[config.mk]
export PLATFORM = sky130hd
export DESIGN_NAME = fetch_stage
export DESIGN_NICKNAME = d
export VERILOG_FILES = /design/src/rtl/fetch_stage.sv
export SDC_FILE = /design/constraint.sdc
export NUM_CORES = 1
export LEC_CHECK = 0
export CAP_MARGIN = 20
export CELL_PAD_IN_SITES_DETAIL_PLACEMENT = 1
export CELL_PAD_IN_SITES_GLOBAL_PLACEMENT = 2
export CORE_MARGIN = 1.5
export CORE_UTILIZATION = 32
export CTS_CLUSTER_SIZE = 12
export DETAILED_ROUTE_END_ITERATION = 16
export GPL_TIMING_DRIVEN = 0
export PLACE_DENSITY_LB_ADDON = 0.12
export RECOVER_POWER = 100
export SLEW_MARGIN = 25
export SYNTH_ARGS = -nofsm -noshare
export SYNTH_HDL_FRONTEND = slang
export SYNTH_SLANG_ARGS = --single-unit
export TNS_END_PERCENT = 20
[constraint.sdc]
create_clock -name clk -period 6.1 [get_ports clk]
set_input_delay 0.915 -clock clk [delete_from_list [all_inputs] [get_ports clk]]
set_output_delay 0.915 -clock clk [all_outputs]
set_load 0.005 [all_outputs]
[src/rtl/fetch_stage.sv]
// fetch_stage: MIPS F stage. Holds the fetch PC, selects the next PC from
// redirects resolved in D, and owns the F/D pipeline register. The branch
// delay slot is always executed, so nothing here ever flushes.
module fetch_stage #(
  parameter logic [31:0] PC_RESET = 32'h0000_3000,
  parameter int          CNT_W    = 16
) (
  input  logic             clk,
  input  logic             reset,
  input  logic             stall,
  input  logic [31:0]      f_instr,
  output logic [31:0]      f_pc,
  input  logic             d_beq,
  input  logic             d_cmp_eq,
  input  logic             d_j,
  input  logic             d_jal,
  input  logic             d_jr,
  input  logic [31:0]      d_rs_val,
  output logic [31:0]      d_instr,
  output logic [31:0]      d_pc,
  output logic [31:0]      d_pc8,
  output logic             d_valid,
  output logic [CNT_W-1:0] stall_cycles
);

  logic [31:0] npc;
  logic [31:0] d_pc4;
  logic [31:0] f_pc4;
  logic [31:0] br_off;

  assign d_pc4  = d_pc + 32'd4;
  assign d_pc8  = d_pc + 32'd8;
  assign f_pc4  = f_pc + 32'd4;
  assign br_off = {{14{d_instr[15]}}, d_instr[15:0], 2'b00};

  // Next-PC select; a reset bubble in D cannot redirect, and jr beats j/jal beats beq.
  always_comb begin
    // NOTE: npc gets its fall-through value first so every path assigns it
    // and no latch is inferred.
    npc = f_pc4;
    if (d_valid) begin
      if (d_jr) begin
        npc = {d_rs_val[31:2], 2'b00};
      end else if (d_j || d_jal) begin
        npc = {d_pc4[31:28], d_instr[25:0], 2'b00};
      end else if (d_beq && d_cmp_eq) begin
        npc = d_pc4 + br_off;
      end
    end
  end

  // PC and F/D register advance together on unstalled edges; a stall freezes both.
  always_ff @(posedge clk or posedge reset) begin
    if (reset) begin
      f_pc    <= PC_RESET;
      d_instr <= 32'h0000_0000;
      d_pc    <= PC_RESET;
      d_valid <= 1'b0;
    end else if (!stall) begin
      // NOTE: non-blocking assignments let d_pc capture the old f_pc while
      // f_pc takes npc on the same edge.
      f_pc    <= npc;
      d_instr <= f_instr;
      d_pc    <= f_pc;
      d_valid <= 1'b1;
    end
  end

  // Saturating count of stalled edges for performance monitoring.
  always_ff @(posedge clk or posedge reset) begin
    if (reset) begin
      stall_cycles <= '0;
    end else if (stall && (stall_cycles != {CNT_W{1'b1}})) begin
      stall_cycles <= stall_cycles + CNT_W'(1);
    end
  end

endmodule

==> key figures <==
Outcome
  • Status: complete, but fails checks
  • Failing checks: max-capacitance violations, max-slew violations

Placed design
  • Final HPWL DP: 28.76 mm
  • Placement Setup Slack: 1038 ps
  • Routability cong.: 0.8715
  • DP Cell Count: 1616
  • Area after DPL: 11520 um2
  • Port Buf Inserts: 214

Routing
  • Initial detailed-routing violation count: 567
  • Routed wire length: 37.75 mm
  • DRC violations left: 0
  • ANT nets after route: 0
  • Via count: 8931
  • Detailed-route vias per instance: 5.419
  • Drt first pass iters: 5
  • Avg WL per Cell: 22.91 um

CTS
  • Clk pin slew, worst setup/hold paths: 70 ps
  • Post-CTS setup buffer count: 0
  • CTS H-tree depth: 4
  • CTS tree: built
  • # clock sinks: 113
  • Post-CTS sizing: 0
  • Total CTS buffers: 17
  • Clock Latency Late Sink: 430 ps
  • Clock Path Buffers: 2
  • Post-CTS Hold Buffers: 0
  • Root Driver: clkbuf_16

Timing
  • Final Hold Viols: 0
  • Fmax: 195.1 MHz
  • Slew Limit Headroom: -124.0%
  • Worst slew pin tran: 3342 ps
  • Fin Setup TNS: 0 ps
  • Final Max Slew Viols: 71
  • Final Skew: 11.44 ps
  • Final setup viols: 0
  • Part of the cycle the worst path needs: 84.03%
  • Minimum clock period: 5126 ps
  • RSZ-0062 raised after global routing: false
  • Worst-case hold slack: 484.9 ps
  • Setup ws final: 974.2 ps

Synth
  • Yosys warning total: 0
  • Async set or reset register ratio after synthesis: 100.0%
  • Cells after Synth: 1029
  • Mapped cell area: 8882 um2
  • Yosys top cell area share: 30.71%
  • Synth area leaders: dfrtp_1, mux2_2, xnor2_1
  • Most frequently used cell type in the post-synthesis netlist: dfrtp_1
  • Syn_nets: 1139
  • Sequential cell area fraction in the yosys report: 31.89%
  • #FFs+latches synth: 113
  • Synth area leader: dfrtp_1
  • Avg Inst Size Synth: 8.632 um2
  • Top cells by count, synth: dfrtp_1, nand2_1, nor2_1
  • Synth cell types: 80
  • Ys flop type: dfrtp_1
  • Number of synthesized flops with an enable pin: 0

Floorplan
  • Die width: 169.6 um
  • Core footprint: 27100 um2
  • Die Y-Extent: 169.6 um
  • Initial Util: 32.77%
  • Boundary Pins: 217
  • Std cell rows: 60
  • Total die area: 28770 um2

Setup path
  • CP Capture Type: flip-flop
  • R2R depth: 17
  • Critical Path AT: 5480 ps
  • R2R Setup Slk: 970 ps
  • Worst flop-to-flop path endpoint: f_pc[31]$_DFFE_PP0N_
  • Kind of critical path: flip-flop to flip-flop
  • Startpoint types: flip-flop
  • Worst r2r src: d_pc[3]$_DFFE_PP0N_
  • CP required: 6450 ps
  • Crit path max fanout: 7

Global routing
  • GRT Total Usage: 26.60%
  • Gr ovfl total: 0
  • First-pass GRT wire length: 56.84 mm
  • Number of global-route vias before repair: 9176
  • Largest net degree at the start of global routing: 72
  • Initial antenna violation count: 1

Layout
  • Area grow syn2layout: 35.24%
  • Finished Layout Cells: 1648
  • Fraction of layout cells with a size suffix above 1: 10.97%
  • N_diodes: 0
  • Final instance area: 12010 um2
  • Final Net Count: 1373

Hold path
  • Hold Crit Class: flip-flop to flip-flop
  • Worst hold stages: 1
  • Hold path start: stall_cycles[12]$_DFFE_PP0P_
  • Hold Path Sink: stall_cycles[12]$_DFFE_PP0P_

Job
  • Max Cap Viol: 1

Pwr
  • VDD IR-drop max: 0.1496 mV
  • Leak pwr: 4.947 nW
  • Power Density: 276.5 nW/um2
critical path: stages (launching register included):
cell and delay (ps):
dfrtp_1 480, ha_1 310, nand4_1 380, nor3_4 350, nand2_1 120, nor2_1 310, nand2_1 200, xnor2_1 240
ha_1 410, nand4_1 190, or2_2 340, a211oi_1 370, nor3_1 160, o41ai_1 450, a221oi_1 170, xnor2_1 350
nand3_1 120, o211ai_1 100
power by group:
group | leakage, nW | internal [mW] | switching (mW) | total [mW]
Sequential | 1.37 | 0.861 | 0.184 | 1.04
Clock | 0.265 | 0.523 | 0.435 | 0.958
Combinational | 3.32 | 0.631 | 0.688 | 1.32
Total | 4.95 | 2.01 | 1.31 | 3.32
per-stage QoR:
stage | power (mW) | util, %
after floorplan | 1.773 | -
after global routing | 3.520 | 44.33
after detailed placement | 2.436 | 42.53
final | 3.322 | 44.33
after global placement | 2.421 | 42.40
after CTS | 3.405 | 44.51
metal layers:
layer	wire [um]	GRT usage, %	share of wire (%)
met2	17120	42.36	45
met1	17040	36.07	45
met3	2659	5.760	7.0
met5	0	0	0
met4	928	7.734	2.5
kinds of logic after synthesis:
group                    count (synthesis)  synth area share, %
AND/OR/NAND/NOR                        361                20.50
AO/OA/AOI/OAI                          248                17.89
XOR/XNOR                               117                11.79
flip-flops                             113                31.89
buffers and inverters                   86                4.169
multiplexers                            66                8.325
adder cells (fa/ha/maj)                 38                5.437
worst max-delay path by stage:
stage,from,endpoint,slack (ps)
after global placement,reset,d_pc[27]$_DFFE_PP0N_,-20
after floorplan,reset,d_instr[0]$_DFFE_PP0N_,2200
final,d_pc[3]$_DFFE_PP0N_,f_pc[31]$_DFFE_PP0N_,970
after CTS,d_pc[3]$_DFFE_PP0N_,f_pc[31]$_DFFE_PP0N_,1010
after global routing,d_pc[3]$_DFFE_PP0N_,f_pc[31]$_DFFE_PP0N_,620
after detailed placement,d_pc[3]$_DFFE_PP0N_,f_pc[31]$_DFFE_PP0N_,1040
final cells by class:
cell class	count	area (um2)
Buffer	69	299.0
Clock buffer	17	425.4
Clock inverter	15	112.6
Fill cell	3195	15090
Inverter	17	65.06
Multi-Input combinational cell	830	5643
Sequential cell	113	2833
Tap cell	372	465.4
Timing Repair Buffer	215	2170
cells in the final DEF, fill, tap and decap left out, drive strengths merged, types with 5 or more instances in the layout:
| cell | n |
|---|---|
| dlygate4sd3 | 138 |
| dfrtp | 109 |
| nand2 | 105 |
| nor2 | 95 |
| clkdlybuf4s50 | 76 |
| xnor2 | 71 |
| a21oi | 69 |
| clkbuf | 68 |
| mux2 | 63 |
| o21ai | 60 |
| xor2 | 46 |
| nand3 | 41 |
| ha | 37 |
| nand4 | 25 |
| nor3 | 23 |
| a21o | 20 |
| inv | 19 |
| buf | 19 |
| and3 | 17 |
| a211oi | 14 |
| o211ai | 14 |
| a31oi | 12 |
| clkinv | 10 |
| and2 | 8 |
| and4 | 7 |
| nor2b | 7 |
| nand2b | 7 |
| or2 | 7 |
| nor4 | 6 |
| o311ai | 6 |
| o22ai | 6 |
| o21bai | 5 |
state kept, by name, summed over array words and instances (netlist names):
signal and cells:
d_pc 32, f_pc 32, d_valid 1, stall_cycles 16, d_instr 32
(Power assumes the default switching activity.)
